--- src/rtl/icache_refill_engine_pkg.sv ---
// Shared constants and types for the instruction-cache line refill engine.
package icache_refill_engine_pkg;

   localparam int unsigned HW_W             = 16;
   localparam int unsigned WORD_W           = 32;
   localparam int unsigned BURST_HW_DEF     = 4;
   localparam int unsigned ADDR_WIDTH_DEF   = 32;
   localparam int unsigned TIMEOUT_DEF      = 255;

   typedef enum logic [1:0] {
      ST_IDLE    = 2'd0,
      ST_CMD     = 2'd1,
      ST_COLLECT = 2'd2
   } state_e;

   // Word-slot index width within a line; never narrower than one bit.
   function automatic int unsigned idx_width(input int unsigned burst_hw);
      return (burst_hw / 2 > 1) ? $clog2(burst_hw / 2) : 1;
   endfunction

endpackage

--- src/rtl/icache_refill_engine_word_packer.sv ---
// Packs 16-bit SDRAM beats into 32-bit big-endian instruction words.
module icache_refill_engine_word_packer
   import icache_refill_engine_pkg::*;
#(
   parameter int unsigned BURST_HW = BURST_HW_DEF,
   parameter int unsigned IDX_W    = 1
) (
   input  logic              clk_i,
   input  logic              rst_ni,
   input  logic              clear_i,
   input  logic              beat_valid_i,
   input  logic [HW_W-1:0]   beat_data_i,
   output logic              word_valid_o,
   output logic [WORD_W-1:0] word_data_o,
   output logic [IDX_W-1:0]  word_index_o,
   output logic              last_beat_c_o
);

   localparam int unsigned CNT_W = $clog2(BURST_HW);

   logic [CNT_W-1:0]  cnt_q;
   logic [HW_W-1:0]   hi_q;
   logic              word_valid_q;
   logic [WORD_W-1:0] word_data_q;
   logic [IDX_W-1:0]  word_index_q;

   // Flags the beat that completes the line so the FSM can finish in step.
   always_comb begin
      last_beat_c_o = beat_valid_i && (cnt_q == CNT_W'(BURST_HW - 1));
   end

   // Beat counter, high-half holding register and word strobe generation.
   always_ff @(posedge clk_i or negedge rst_ni) begin
      if (!rst_ni) begin
         cnt_q        <= '0;
         hi_q         <= '0;
         word_valid_q <= 1'b0;
         word_data_q  <= '0;
         word_index_q <= '0;
      end else begin
         word_valid_q <= 1'b0;
         if (clear_i) begin
            cnt_q <= '0;
         end else if (beat_valid_i) begin
            cnt_q <= cnt_q + CNT_W'(1);
            if (!cnt_q[0]) begin
               hi_q <= beat_data_i;
            end else begin
               word_data_q  <= {hi_q, beat_data_i};
               word_index_q <= IDX_W'(cnt_q >> 1);
               word_valid_q <= 1'b1;
            end
         end
      end
   end

   assign word_valid_o = word_valid_q;
   assign word_data_o  = word_data_q;
   assign word_index_o = word_index_q;

endmodule

--- src/rtl/icache_refill_engine.sv ---
// Line refill engine: one aligned SDRAM burst per miss, words to cache RAM.
module icache_refill_engine
   import icache_refill_engine_pkg::*;
#(
   parameter int unsigned BURST_HW       = BURST_HW_DEF,
   parameter int unsigned ADDR_WIDTH     = ADDR_WIDTH_DEF,
   parameter int unsigned TIMEOUT_CYCLES = TIMEOUT_DEF,
   localparam int unsigned IDX_W         = idx_width(BURST_HW)
) (
   input  logic                  clk_i,
   input  logic                  rst_ni,
   input  logic                  req_valid_i,
   input  logic [ADDR_WIDTH-1:0] req_addr_i,
   output logic                  req_ready_o,
   output logic                  word_valid_o,
   output logic [WORD_W-1:0]     word_data_o,
   output logic [IDX_W-1:0]      word_index_o,
   output logic                  line_done_o,
   output logic                  fill_error_o,
   output logic                  sdr_cmd_valid_o,
   output logic [ADDR_WIDTH-1:0] sdr_cmd_addr_o,
   input  logic                  sdr_cmd_ready_i,
   input  logic                  sdr_rd_valid_i,
   input  logic [HW_W-1:0]       sdr_rd_data_i
);

   localparam int unsigned          TMO_W      = $clog2(TIMEOUT_CYCLES + 1);
   localparam logic [ADDR_WIDTH-1:0] ALIGN_MASK = ADDR_WIDTH'(BURST_HW - 1);

   state_e                state_q;
   logic                  req_ready_q;
   logic                  sdr_cmd_valid_q;
   logic [ADDR_WIDTH-1:0] sdr_cmd_addr_q;
   logic                  line_done_q;
   logic                  fill_error_q;
   logic [TMO_W-1:0]      tmo_q;
   logic [TMO_W-1:0]      tmo_d;
   logic                  tmo_fire_c;
   logic                  cmd_hs_c;
   logic                  beat_c;
   logic                  last_beat_c;

   // Handshake and beat qualifiers; beats outside COLLECT are stray.
   always_comb begin
      cmd_hs_c = (state_q == ST_CMD) && sdr_cmd_valid_q && sdr_cmd_ready_i;
      beat_c   = (state_q == ST_COLLECT) && sdr_rd_valid_i;
   end

   // Watchdog: counts consecutive cycles of no progress while busy.
   always_comb begin
      tmo_d      = '0;
      tmo_fire_c = 1'b0;
      if ((state_q == ST_CMD || state_q == ST_COLLECT) && !cmd_hs_c && !beat_c) begin
         if (tmo_q == TMO_W'(TIMEOUT_CYCLES - 1)) begin
            tmo_fire_c = 1'b1;
         end else begin
            tmo_d = tmo_q + TMO_W'(1);
         end
      end
   end

   // Watchdog counter register.
   always_ff @(posedge clk_i or negedge rst_ni) begin
      if (!rst_ni) begin
         tmo_q <= '0;
      end else begin
         tmo_q <= tmo_d;
      end
   end

   // Refill FSM with registered handshake and status outputs.
   always_ff @(posedge clk_i or negedge rst_ni) begin
      if (!rst_ni) begin
         state_q         <= ST_IDLE;
         req_ready_q     <= 1'b1;
         sdr_cmd_valid_q <= 1'b0;
         sdr_cmd_addr_q  <= '0;
         line_done_q     <= 1'b0;
         fill_error_q    <= 1'b0;
      end else begin
         line_done_q  <= 1'b0;
         fill_error_q <= 1'b0;
         unique case (state_q)
            ST_IDLE: begin
               req_ready_q <= 1'b1;
               if (req_valid_i && req_ready_q) begin
                  sdr_cmd_addr_q  <= req_addr_i & ~ALIGN_MASK;
                  sdr_cmd_valid_q <= 1'b1;
                  req_ready_q     <= 1'b0;
                  state_q         <= ST_CMD;
               end
            end
            ST_CMD: begin
               if (cmd_hs_c) begin
                  sdr_cmd_valid_q <= 1'b0;
                  state_q         <= ST_COLLECT;
               end else if (tmo_fire_c) begin
                  sdr_cmd_valid_q <= 1'b0;
                  fill_error_q    <= 1'b1;
                  state_q         <= ST_IDLE;
               end
            end
            ST_COLLECT: begin
               if (last_beat_c) begin
                  line_done_q <= 1'b1;
                  state_q     <= ST_IDLE;
               end else if (tmo_fire_c) begin
                  fill_error_q <= 1'b1;
                  state_q      <= ST_IDLE;
               end
            end
            default: begin
               sdr_cmd_valid_q <= 1'b0;
               state_q         <= ST_IDLE;
            end
         endcase
      end
   end

   icache_refill_engine_word_packer #(
      .BURST_HW (BURST_HW),
      .IDX_W    (IDX_W)
   ) u_refill_word_packer (
      .clk_i         (clk_i),
      .rst_ni        (rst_ni),
      .clear_i       (cmd_hs_c),
      .beat_valid_i  (beat_c),
      .beat_data_i   (sdr_rd_data_i),
      .word_valid_o  (word_valid_o),
      .word_data_o   (word_data_o),
      .word_index_o  (word_index_o),
      .last_beat_c_o (last_beat_c)
   );

   assign req_ready_o     = req_ready_q;
   assign sdr_cmd_valid_o = sdr_cmd_valid_q;
   assign sdr_cmd_addr_o  = sdr_cmd_addr_q;
   assign line_done_o     = line_done_q;
   assign fill_error_o    = fill_error_q;

endmodule

--- config.mk ---
export PLATFORM = sky130hd
export DESIGN_NAME = icache_refill_engine
export DESIGN_NICKNAME = d
export VERILOG_FILES = /design/src/rtl/icache_refill_engine_pkg.sv /design/src/rtl/icache_refill_engine_word_packer.sv /design/src/rtl/icache_refill_engine.sv
export SDC_FILE = /design/constraint.sdc
export NUM_CORES = 1
export LEC_CHECK = 0
export ABC_AREA = 0
export CORE_ASPECT_RATIO = 0.9
export CORE_UTILIZATION = 40
export CTS_BUF_LIST = sky130_fd_sc_hd__clkbuf_4
export CTS_CLUSTER_DIAMETER = 200
export DETAILED_ROUTE_END_ITERATION = 8
export GPL_TIMING_DRIVEN = 0
export PLACE_DENSITY = 0.68
export SYNTH_ARGS = -nofsm -noshare
export SYNTH_HDL_FRONTEND = slang
export SYNTH_SLANG_ARGS = --single-unit
--- constraint.sdc ---
create_clock -name clk_i -period 2.3 [get_ports clk_i]
set_input_delay 0.345 -clock clk_i [delete_from_list [all_inputs] [get_ports clk_i]]
set_output_delay 0.345 -clock clk_i [all_outputs]
set_load 0.01 [all_outputs]
Yosys cells after proc, flatten, opt, wreduce, memory -nomap -nowiden
Index checks and enable logic that the tools add are counted.
Operators by class
  add/subtract/negate cells: 2
  equal/unequal tests: 6
  mux-type cells: 25
  bitwise gates (word level): 3
  reduce and logical (&&, ||, !) cells: 16
Operator list (count)
  $mux W8: 2
  $mux W1: 14
  $mux W2: 6
  $reduce_and A3 Y1: 3
  $add A8 B1 Y8 const B: 1
  $eq A8 B8 Y1 const B: 1
  $logic_and A1 B1 Y1: 7
  $pmux W2 S3: 1
  $eq A2 B2 Y1 const B: 2
  $ne A3 B3 Y1 const B: 1
  $not A1 Y1: 3
  $pmux W1 S3: 1
  $add A2 B1 Y2 const B: 1
  $eq A2 B1 Y1 const B: 1
  $logic_not A1 Y1: 2
  $logic_not A2 Y1: 1
  $ne A2 B2 Y1 const B: 1
  $pmux W1 S2: 1
  $reduce_and A2 Y1: 1
  $reduce_bool A2 Y1: 1
  $logic_or A1 B1 Y1: 1
Storage, ports and cells
  register bits after elaboration: 96
  input bits: 53
  output and inout bits: 70
  word-level logic and storage cells: 64

Depth between registers and ports, before layout
  depth after elaboration: 10
  mapped depth: 7
  mapped depth without buffers: 6

Cells and area by module
A second synthesis with hierarchy kept.
Unflattened totals
  cell total of the unflattened synthesis: 256
  area, all modules: 3844.9 sq um
By module, submodules not included
  icache_refill_engine_word_packer: instances 1, cells each 114, area each 1963.1 sq um, sequential area each 1301.2 sq um
  icache_refill_engine: instances 1, cells each 142, area each 1881.8 sq um, sequential area each 1102.3 sq um

Least setup slack after synthesis
OpenSTA, ideal clock, no wires.
  path kind: register to register
  start: reg state_q[1]
  end: reg u_refill_word_packer.hi_q[10]
  setup time: 125 ps
  arrival time: 1636 ps
  data required time: 2175 ps
  setup slack: 538 ps
  cell stages (with the launch flop): 7
  buffers on the path: 1
  period minus slack after synthesis: 1762 ps
  path through: dfrtp_1 -> inv_1 -> ha_1 -> and3_4 -> nor3_4 -> buf_12 -> mux2_4
Between the ends
  longest elaborated chain between the ends: 5
  elaborated cells between the ends (all ways): 7
  classes of those cells: eq/ne: 2; bitwise: 1; reduce/logical: 4
Ends and longest elaborated chain
  from (decl): RTL line icache_refill_engine.sv:30  | state_e state_q;
  from (signal assigned): RTL line icache_refill_engine.sv:74  | state_q <= ST_IDLE;
  from (signal assigned): RTL line icache_refill_engine.sv:90  | state_q <= ST_CMD;
  from (signal assigned): RTL line icache_refill_engine.sv:96  | state_q <= ST_COLLECT;
  $eq A2 B1 Y1: RTL line icache_refill_engine.sv:45  | cmd_hs_c = (state_q == ST_CMD) && sdr_cmd_valid_q && sdr_cmd_ready_i;
  $logic_and A1 B1 Y1 (2 in series): RTL line icache_refill_engine.sv:45
  $not A1 Y1 (no line)
  $reduce_and A3 Y1 (no line) *
  to (signal assigned): RTL line icache_refill_engine_word_packer.sv:47  | hi_q <= beat_data_i;
  to (decl): RTL line icache_refill_engine_word_packer.sv:22  | logic [HW_W-1:0] hi_q;
Mark *: on every way between the ends. The rest lies on a longest branch, timed or not.
A chain may end at the register's enable or synchronous reset.

Worst setup path after layout
  start: reg state_q[1]
  end: reg u_refill_word_packer.hi_q[8]
Same word-level chain as after synthesis.

==> metrics.md <==
| Metric | Value |
|---|---|
| Main combinational cell family by area after synthesis | `multiplexers` |
| Gate Count Post-Synth | `256` |
| Syn_area_per_cell | `15.2 um^2` |
| RSZ-0062 raised after global routing | `no` |
| Remaining antenna violation count after routing | `0` |
| Critical Path Fanout Max | `10` |
| First-pass GRT wire length | `12.5 mm` |
| Final setup violation count | `0` |
| Initial drt markers | `73` |
| Post-synthesis mux area share | `23.8%` |
| Worst path required time | `2.62 ns` |
| Crit-path slowest cell | `dfrtp_1` |
| Maximum vdd drop | `0.585 mV` |
| Initial Util | `42.0%` |
| Area delta synth->final | `38.8%` |
| Routability cong. | `0.734` |
| R2R setup slack | `0.28 ns` |
| Hold Fails Final Rpt | `0` |
| Tot GR Track Use | `15.9%` |
| Maxcap violations | `0` |
| Layout Nets | `448` |
| # DRC | `0` |
| Post-synthesis xor/xnor area fraction | `1.57%` |
| Post-DP HPWL | `5.48 mm` |
| Port Buffers | `118` |
| Worst-path clk slew | `0.16 ns` |
| Crit. Startpoint | `state_q[1]$_DFFE_PN0P_` |
| Ys flop type | `dfrtp_1` |
| Status | `completed` |
| Clock Skew | `0.0226 ns` |
| CTS sink cnt | `96` |
| Asr flop ratio synth | `100%` |
| Core area | `9290 um^2` |
| Vias in the first global route | `2,579` |
| Slowest cell delay on critical path | `0.43 ns` |
| Pin count of the biggest net entering global routing | `56` |
| Post-layout min period | `2.02 ns` |
| Worst path bufs/invs | `2` |
| Worst-skew pair later-pin latency | `0.43 ns` |
| Family with the most delay on the worst path | `simple AND/OR/NAND/NOR gates` |
| WHS | `0.434 ns` |
| Die area | `10,200 um^2` |
| WL/cell | `14.9 um` |
| Via/cell ratio | `4.84` |
| Final period util | `88.0%` |
| Setup crit end kind | `register` |
| CP Cell Sequence | `inv_1, ha_1, and3_4, nor3_4, buf_12, mux2_4` |
| Die height | `95.7 um` |
| Layout cells sized above 1 | `29.8%` |
| Core Rows | `33` |
| FMAX | `0.494 GHz` |
| Number of buffers created by CTS | `9` |
| Inst Count DP | `498` |
| Adder and majority gate portion of the synthesized area | `2.24%` |
| CTS tree | `built` |
| Max-slew violations | `0` |
| PD cells | `1070 nW/um^2` |
| TritonRoute pass-1 iters | `4` |
| Mapped cell area | `3900 um^2` |
| Clock buffer depth | `2` |
| Register area share after synthesis | `61.6%` |
| Via count | `2,492` |
| H-tree depth | `3` |
| Gr ovfl total | `0` |
| Slew HR | `61.5%` |
| Synth Area in Compound Gates | `2.02%` |
| Die Wd | `106 um` |
| Setup crit start kind | `register` |
| Yosys warns | `0` |
| IO Pins | `123` |
| Postcts setup bufs | `0` |
| Critical path class | `reg -> reg` |
| Root Driver | `clkbuf_4` |
| Number of antenna violations at the first check in global routing | `0` |
| ANT cells | `0` |
| Worst-margin pin slew | `0.578 ns` |
| Number of enable flip-flop cells after synthesis | `0` |
| Fraction of the mapped netlist area in simple logic gates | `5.93%` |
| Static Leak | `2.48 nW` |
| Commonest non-fill, non-tap cell in the layout | `clkdlybuf4s50_1` |
| Critical Path AT | `2.34 ns` |
| Commonest cells after routing, fill and taps aside | `clkdlybuf4s50_1 (117), dfrtp_1 (95), mux2_2 (69)` |
| Unique cell type count in the Yosys netlist | `35` |
| Hold Crit Class | `in -> async` |
| Post-synthesis register bit count | `96` |
| Final WL | `7.66 mm` |
| FF-to-FF Start | `state_q[1]$_DFFE_PN0P_` |
| Post-route insts no fill | `515` |
path summary, 6_finish.rpt:
kind,depth (start not counted),to
worst max-delay path,6,u_refill_word_packer.hi_q[8]$_DFFE_PN0P_
worst min-delay path,2,u_refill_word_packer.word_data_o[9]$_DFFE_PN0P_
worst max register to register,6,u_refill_word_packer.hi_q[8]$_DFFE_PN0P_
worst min register to register,1,tmo_q[0]$_DFF_PN0_
max in group asynchronous,3,tmo_q[3]$_DFF_PN0_
min in group clk_i,2,sdr_cmd_addr_o[18]$_DFFE_PN0P_
metrics by stage:
stage / utilization, % / TNS (ns) / worst slack (ns) / power, W / area [um^2]
2_1_floorplan: - / 0 / 0.538 / 0.00375 / 3910
3_3_place_gp: 56.4 / -259.53 / -2.72 / 0.00487 / 5240
3_5_place_dp: 56.7 / 0 / 0.0957 / 0.00493 / 5270
4_1_cts: 58.3 / 0 / 0.226 / 0.00588 / 5420
5_1_grt: 58.3 / 0 / 0.154 / 0.00616 / 5420
6_report: 58.3 / 0 / 0.276 / 0.00578 / 5420
power by group:
group          total [W]  internal [W]  switching, W
logic            0.00231       0.00143      0.000878
clock network   0.000912      0.000349      0.000563
registers        0.00256       0.00225      0.000311
total            0.00578       0.00403       0.00175
Yosys cell counts, types with 2 or more instances:
cell	n	share of area [%]
nand2_1	9	0.87
mux2_4	10	3.8
xnor2_1	3	0.67
dfrtp_1	95	61
ha_1	7	2.2
mux2_2	69	20
a21oi_1	2	0.26
xor2_1	4	0.90
buf_2	3	0.38
and3_1	2	0.32
buf_4	3	0.58
nand4_2	2	0.64
buf_6	3	0.87
nand3_1	6	0.77
nor2_1	14	1.3
inv_1	5	0.48
cell type report:
class	instances	area (um^2)
plain buffers	10	91.3
repair buffers	120	1220
multi-input cells	146	1390
clock inverters	6	66.3
well taps	122	153
clock buffers	10	75.1
inverters	5	18.8
flip-flops and latches	96	2400
fillers	778	3870
per-layer routing:
metal  global-route usage (%)  wire length, um
met4                     4.86               78
met1                     20.9             3550
met5                        0                0
met3                     5.89              553
met2                     24.6             3480
flip-flops by register name, summed over array words and instances (netlist names), 2 cells and up:
register	flops
tmo_q	8
u_refill_word_packer.word_data_o	32
state_q	2
u_refill_word_packer.cnt_q	2
u_refill_word_packer.hi_q	16
sdr_cmd_addr_o	30
worst register-to-register path, delay by kind of cell, from the launching register on:
kind	cells	cell delay [ns]
multiplexers	1	0.31
adder cells (fa/ha/maj)	1	0.26
buffers and inverters	2	0.31
AND/OR/NAND/NOR	2	0.62
flip-flops	1	0.43
cells by family (layout without fill, tap and decap cells):
kind of cell | count (synthesis) | after routing
DFF | 96 | 96
muxes | 79 | 79
and+or+nand+nor | 41 | 41
buffers and inverters | 15 | 151
AOI/OAI and AO/OA | 10 | 10
adders and majority gates | 7 | 7
xor gates and xnor gates | 7 | 7
other | 1 | 2
what timing repair did:
item | 4_1_cts | 5_1_grt
gates resized for setup | 0 | 0
hold buffers | 1 | 0
hold endpoints to repair | 40 | 0
(Power assumes the default switching activity.)
